<file path="config.mk">
export PLATFORM = sky130hd
export DESIGN_NAME = keypad_scanner
export DESIGN_NICKNAME = d
export VERILOG_FILES = /design/src/rtl/keypad_scanner.sv
export SDC_FILE = /design/constraint.sdc
export NUM_CORES = 1
export LEC_CHECK = 0
export ABC_AREA = 1
export BUFFER_PORTS_ARGS = -buffer_cell sky130_fd_sc_hd__clkbuf_2
export CORE_AREA = 5 5 45 67
export DETAILED_ROUTE_END_ITERATION = 10
export DIE_AREA = 0 0 50 72
export PLACE_DENSITY_LB_ADDON = 0.2
export SLEW_MARGIN = 20
export SYNTH_ARGS = -nofsm -noshare
export SYNTH_HDL_FRONTEND = slang
export SYNTH_SLANG_ARGS = --single-unit
</file>
<file path="constraint.sdc">
create_clock -name clk -period 3.6 [get_ports clk]
set_clock_uncertainty 0.1 [all_clocks]
set_input_delay 0.18 -clock clk [delete_from_list [all_inputs] [get_ports clk]]
set_output_delay 0.18 -clock clk [all_outputs]
set_load 0.005 [all_outputs]
</file>
<file path="src/rtl/keypad_scanner.sv">
// keypad_scanner: 4x4 matrix keypad sequencer. Drives one row at a time (one-cold),
// hands the lowest closed column to an external column debouncer, emits a one-clk
// key_valid pulse with key_code on a confirmed press and tracks the key until the
// debouncer confirms release.
// Optional feature: define KEYPAD_SCAN_REPEAT_EN to add auto-repeat events while held.
module keypad_scanner #(
  parameter int unsigned SETTLE       = 2,
  parameter int unsigned REPEAT_DELAY = 500,
  parameter int unsigned REPEAT_RATE  = 100
) (
  input  logic       clk,
  input  logic       rstn,
  input  logic       en,
  input  logic [3:0] col,
  output logic [3:0] row,
  output logic       deb_req,
  output logic [3:0] deb_active_col,
  input  logic       deb_high,
  input  logic       deb_low,
  output logic       key_valid,
  output logic [3:0] key_code,
  output logic       key_held
);

  localparam int unsigned SW = $clog2(SETTLE + 1);
  localparam logic [SW-1:0] SETTLE_LAST = SW'(SETTLE - 1);

  // Elaboration-time sanity check on the timing parameters.
  if (SETTLE < 1 || REPEAT_DELAY < 1 || REPEAT_RATE < 1) begin : g_bad_param
    $error("keypad_scanner: SETTLE, REPEAT_DELAY and REPEAT_RATE must all be >= 1");
  end

  typedef enum logic [1:0] {
    SCAN  = 2'd0,
    PRESS = 2'd1,
    HELD  = 2'd2
  } state_t;

  state_t          state;
  logic [1:0]      row_idx;
  logic [1:0]      col_idx;
  logic [SW-1:0]   settle_cnt;

`ifdef KEYPAD_SCAN_REPEAT_EN
  localparam int unsigned RPT_MAX = (REPEAT_DELAY > REPEAT_RATE) ? REPEAT_DELAY : REPEAT_RATE;
  localparam int unsigned RW      = $clog2(RPT_MAX + 1);
  localparam logic [RW-1:0] RPT_DELAY_T = RW'(REPEAT_DELAY);
  localparam logic [RW-1:0] RPT_RATE_T  = RW'(REPEAT_RATE);

  logic [RW-1:0] rpt_cnt;
  logic          rpt_first;
  logic [RW-1:0] rpt_next;
  logic [RW-1:0] rpt_target;

  // Next repeat count and the interval currently being timed (first delay, then rate).
  always_comb begin
    rpt_next   = rpt_cnt + RW'(1);
    rpt_target = rpt_first ? RPT_DELAY_T : RPT_RATE_T;
  end
`endif

  // Lowest closed column wins when several are set.
  function automatic logic [1:0] lowest_bit(input logic [3:0] c);
    logic [1:0] idx;
    if (c[0])      idx = 2'd0;
    else if (c[1]) idx = 2'd1;
    else if (c[2]) idx = 2'd2;
    else           idx = 2'd3;
    return idx;
  endfunction

  function automatic logic [3:0] one_cold(input logic [1:0] idx);
    return ~(4'b0001 << idx);
  endfunction

  // Scan / press / held sequencer with registered outputs.
  always_ff @(posedge clk) begin
    if (!rstn) begin
      state          <= SCAN;
      row            <= 4'b1110;
      row_idx        <= 2'd0;
      col_idx        <= 2'd0;
      settle_cnt     <= '0;
      deb_req        <= 1'b0;
      deb_active_col <= 4'b1111;
      key_valid      <= 1'b0;
      key_code       <= 4'b0000;
      key_held       <= 1'b0;
`ifdef KEYPAD_SCAN_REPEAT_EN
      rpt_cnt        <= '0;
      rpt_first      <= 1'b1;
`endif
    end else begin
      key_valid <= 1'b0;
      case (state)
        SCAN: begin
          if (en) begin
            if (settle_cnt < SETTLE_LAST) begin
              settle_cnt <= settle_cnt + SW'(1);
            end else if (col != 4'b0000) begin
              col_idx        <= lowest_bit(col);
              deb_active_col <= one_cold(lowest_bit(col));
              deb_req        <= 1'b1;
              state          <= PRESS;
            end else begin
              row_idx    <= row_idx + 2'd1;
              row        <= one_cold(row_idx + 2'd1);
              settle_cnt <= '0;
            end
          end
        end
        PRESS: begin
          if (en) begin
            if (deb_high) begin
              key_code  <= {row_idx, col_idx};
              key_valid <= 1'b1;
              key_held  <= 1'b1;
              state     <= HELD;
`ifdef KEYPAD_SCAN_REPEAT_EN
              rpt_cnt   <= '0;
              rpt_first <= 1'b1;
`endif
            end else if (deb_low) begin
              deb_req        <= 1'b0;
              deb_active_col <= 4'b1111;
              row_idx        <= row_idx + 2'd1;
              row            <= one_cold(row_idx + 2'd1);
              settle_cnt     <= '0;
              state          <= SCAN;
            end
          end
        end
        HELD: begin
          if (en) begin
            if (deb_low) begin
              key_held       <= 1'b0;
              deb_req        <= 1'b0;
              deb_active_col <= 4'b1111;
              row_idx        <= row_idx + 2'd1;
              row            <= one_cold(row_idx + 2'd1);
              settle_cnt     <= '0;
              state          <= SCAN;
`ifdef KEYPAD_SCAN_REPEAT_EN
              rpt_cnt        <= '0;
              rpt_first      <= 1'b1;
            end else if (rpt_next == rpt_target) begin
              key_valid <= 1'b1;
              rpt_cnt   <= '0;
              rpt_first <= 1'b0;
            end else begin
              rpt_cnt <= rpt_next;
`endif
            end
          end
        end
        default: begin
          state          <= SCAN;
          row            <= 4'b1110;
          row_idx        <= 2'd0;
          settle_cnt     <= '0;
          deb_req        <= 1'b0;
          deb_active_col <= 4'b1111;
          key_held       <= 1'b0;
`ifdef KEYPAD_SCAN_REPEAT_EN
          rpt_cnt        <= '0;
          rpt_first      <= 1'b1;
`endif
        end
      endcase
    end
  end

endmodule

</file>
* Word level (Yosys, flattened, before mapping) *
Cells that the tools add are included.

word-level totals
  bits in registers = 23
  output and inout bits = 15

cells by class
  add/subtract/negate cells = 2
  order comparisons = 1
  eq/ne operators = 12
  shifts and indexed selects = 2
  mux-type cells = 62
  bitwise logic cells = 4
  reductions and logical operators = 10

operators by type and width
  cell                                                number
  two-way mux 2 bit                                   28
  two-way mux 4 bit                                   14
  one-hot mux 4 bit (3 select lines)                  2
  inequality test 2 bit, second input constant        9
  one-hot mux 2 bit (3 select lines)                  3
  AND reduction 5 bit                                 3
  two-way mux 1 bit                                   13
  AND reduction 6 bit                                 2
  inverter 4 bit                                      2
  left shift 1 x 2 -> 4 bit, first input constant     2
  one-hot mux 1 bit (3 select lines)                  2
  AND reduction 3 bit                                 2
  adder 2 x 1 -> 2 bit, second input constant         2
  AND reduction 4 bit                                 1
  nonzero test 4 bit                                  1
  inequality test 3 bit, second input constant        1
  == test 2 x 1 -> 1 bit, second input constant       1
  == test 2 bit, second input constant                1
  zero test 2 bit                                     1
  < comparator 2 x 1 -> 1 bit, second input constant  1
  inverter 1 bit                                      2

* Logic depth before layout (Yosys ltp) *
  depth after elaboration = 14
  gate-level depth with buffers = 9
  gate-level depth less buffers = 9

* Worst setup path after synthesis *
Ideal clock, no wire load.

  path kind = register to register
  start point = reg state[0]
  end point = reg row[1]
  arrival = 1.261 ns
  data required time = 3.370 ns
  setup slack = 2.109 ns
  cell stages (with the launch flop) = 10
  clock period less this slack = 1.491 ns
  cells stage by stage = dfxtp_1 > inv_1 > ha_1 > buf_6 > nand2_1 > nand2_2 > nor2_4 > nand2_2 > nand2_1 > nand3_1

between the ends
  longest elaborated chain between the ends = 3
  elaborated cells between the ends (all ways) = 11
  those cells by class = 8 x eq/ne; 1 x mux; 2 x reduce/logical

ends and longest elaborated chain
  item                                            line  RTL
  from (decl)                                     39    state_t state;
  from (signal assigned)                          79    state <= SCAN;
  from (signal assigned)                          104   state <= PRESS;
  from (signal assigned)                          118   state <= HELD;
  == test 2 x 1 -> 1 bit (tied with other cells)  95    case (state)
  inequality test 2 bit (no line)                 -
  AND reduction 6 bit (no line)                   -
  to (signal assigned)                            107   row <= one_cold(row_idx + 2'd1);
  to (signal assigned)                            127   row <= one_cold(row_idx + 2'd1);
  to (signal assigned)                            140   row <= one_cold(row_idx + 2'd1);
  to (decl)                                       15    output logic [3:0] row,

Parallel ways exist; a longest one is shown, timed or not.
A chain may end at the register's enable or synchronous reset.

* Final worst setup path *
  start point = reg state[1]
  end point = reg deb_active_col[1]

between the ends
  longest elaborated chain between the ends = 3
  elaborated cells between the ends (all ways) = 11
  those cells by class = 8 x eq/ne; 1 x mux; 2 x reduce/logical

ends and longest elaborated chain
  item                                            line  RTL
  == test 2 x 1 -> 1 bit (tied with other cells)  95
  inequality test 2 bit (no line)                 -
  AND reduction 6 bit (no line)                   -
  to (signal assigned)                            102   deb_active_col <= one_cold(lowest_bit(col));
  to (decl)                                       17    output logic [3:0] deb_active_col,

Parallel ways exist; a longest one is shown, timed or not.

==> reports/summary.txt <==
CTS Root Buffer Type -> clkbuf_4
Synth warnings -> 0
die span in y -> 72 um
Period Utilization, post-route -> 53.9%
vias per inst -> 4.99
CTS tree -> yes
initial core utilization -> 55.8%
worst skew pair latency -> 0.30 ns
Post-Synth Adder-Cell Area -> 9.47%
Power Total -> 0.00122 W
number of global-route vias before repair -> 1145
setup TNS -> 0 ns
CTS sink cnt -> 23
GRT Util Overall -> 16.3%
Placement Rows -> 22
crit path max fanout -> 12
Setup crit end kind -> flip-flop
DRC viols -> 0
post-synthesis cell count -> 183
fin util -> 62.3%
combinational family with the most area after synthesis -> simple AND/OR/NAND/NOR gates
Mapped Nets -> 202
GP Congestion -> 0.854
die area -> 0.00360 sq mm
CP Class -> reg2reg
CTS Buffer Depth -> 2
commonest non-fill, non-tap cell in the layout -> nand2_1
Final min period -> 1.94 ns
Post-CTS Resized -> 0
Max IR drop VDD -> 664 uV
max_cap viols -> 0
Initial DRC Count -> 21
ANT nets after route -> 0
WL per Instance -> 11.6 um
Setup Buffers After CTS -> 0
I/O pins -> 24
Post-Synth Simple-Gate Area -> 39.1%
DP HPWL -> 2.09 mm
total CTS buffers -> 3
compound-gate portion of the synthesized area -> 8.05%
Power Dens Cells -> 825 mW/mm^2
largest net degree at the start of global routing -> 23
post-synthesis xor/xnor area fraction -> 0%
global-route wire length before repair -> 4.71 mm
drt total wl -> 2.68 mm
Hold Slack -> 0.0985 ns
number of synthesized register bits -> 23
commonest cells after routing, fill and taps aside -> nand2_1, inv_1, dfxtp_1, clkbuf_2, nor2_1
layout cells sized above 1 -> 23.2%
syn_area_per_cell -> 7.22 sq um
clk slew on worst S/H paths -> 0.12 ns
startpoint types -> flip-flop
synth unique cells -> 23
slew margin rel. -> 64.6%
vias -> 1153
RSZ-0062 raised after global routing -> no
Mapped Area -> 0.00132 sq mm
area grow syn2layout -> 11.6%
final setup fails -> 0
Arr. time, crit path -> 2.02 ns
Slew @ Worst Pin -> 0.531 ns
status -> finished, final reports clean
Hold WC Path Type -> in2reg
Final #Nets -> 227
DIE WIDTH -> 50 um
Fmax -> 0.516 GHz
post-synthesis mux area share -> 0%
fin. max-slew vios -> 0
Post-CTS Hold Fix Bufs -> 0
global route total overflow -> 0
initial antenna violation count -> 0
P_leak -> 0.760 nW
CP required -> 3.69 ns
number of antenna diodes -> 0
H-tree depth -> 1
drt first pass iters -> 5
Core Area -> 0.00237 sq mm
Final Hold Viols -> 0
sequential-to-total area share from yosys stat -> 34.8%
IO buf count -> 23
Yosys cell counts:
| library cell | count | area [sq um] |
|---|---|---|
| nand2_1 | 41 | 154 |
| inv_1 | 24 | 90.1 |
| dfxtp_1 | 23 | 460 |
| nor2_1 | 21 | 78.8 |
| nand3_1 | 20 | 100 |
| ha_1 | 10 | 125 |
| a21oi_1 | 8 | 40.0 |
| o21ai_0 | 8 | 40.0 |
| nand2_2 | 7 | 43.8 |
| nor2_4 | 4 | 45.0 |
| clkbuf_1 | 2 | 7.51 |
| nand2_4 | 2 | 22.5 |
| nand3_2 | 2 | 20.0 |
| nor2_2 | 2 | 12.5 |
| a21oi_2 | 1 | 8.76 |
| a41oi_1 | 1 | 8.76 |
| buf_6 | 1 | 11.3 |
| inv_2 | 1 | 3.75 |
| nand2_8 | 1 | 20.0 |
| nand3b_1 | 1 | 7.51 |
| nand4_1 | 1 | 6.26 |
| o21ai_2 | 1 | 8.76 |
| or2_2 | 1 | 6.26 |
per-layer routing:
metal | wire [um] | share of wire (%) | global-route usage [%]
met1 | 1090 | 41 | 17.8
met2 | 1440 | 53 | 29.8
met3 | 109 | 4.1 | 2.05
met4 | 50 | 1.9 | 8.16
met5 | 0 | 0 | 0
path summary, 6_finish.rpt:
path	from	end	slack (ns)	cells after the start
min	col[2]	deb_active_col[2]	0.1	4
max reg2reg	state[1]	deb_active_col[1]	1.66	9
min reg2reg	key_code[3]	key_code[3]	0.35	2
max	state[1]	deb_active_col[1]	1.66	9
final cells by class:
type | instances | area, sq um
Sequential cell | 23 | 460
Fill cell | 209 | 893
Inverter | 25 | 93.8
Multi-Input combinational cell | 132 | 748
Tap cell | 24 | 30.0
Clock buffer | 4 | 26.3
Timing Repair Buffer | 23 | 115
through the flow:
step           worst slack, ns  instance area (sq um)  instances
3_3_place_gp              1.79                   1450        227
4_1_cts                   1.65                   1470        231
2_1_floorplan             2.11                   1320        183
5_1_grt                   1.47                   1470        231
3_5_place_dp              1.68                   1450        227
6_report                  1.66                   1470        231
cells by family (layout without fill, tap and decap cells):
group	after synthesis	count (layout)
AOI/OAI and AO/OA	19	19
adders and majority gates	10	10
buffers and inverters	28	52
DFF	23	23
and+or+nand+nor	103	103
worst max-delay path: stages, from the launching register on:
cell and delay, ns:
dfxtp_1 0.35, inv_1 0.11, ha_1 0.50, inv_1 0.22
nand2_2 0.12, nand2_2 0.09, nand3_2 0.14, inv_2 0.06
nand2_1 0.06, nand3_1 0.07
flip-flops by register name (all words and copies together), names as in the netlist:
signal	flops
state	2
key_valid	1
deb_active_col	4
deb_req	1
col_idx	2
row	4
key_held	1
settle_cnt	2
key_code	4
row_idx	2
power by group:
part | internal, W | switching (W)
Sequential | 0.000330 | 0.0000476
Clock | 0.0000432 | 0.0000742
Combinational | 0.000263 | 0.000459
Power figures use the tool's default switching activity.
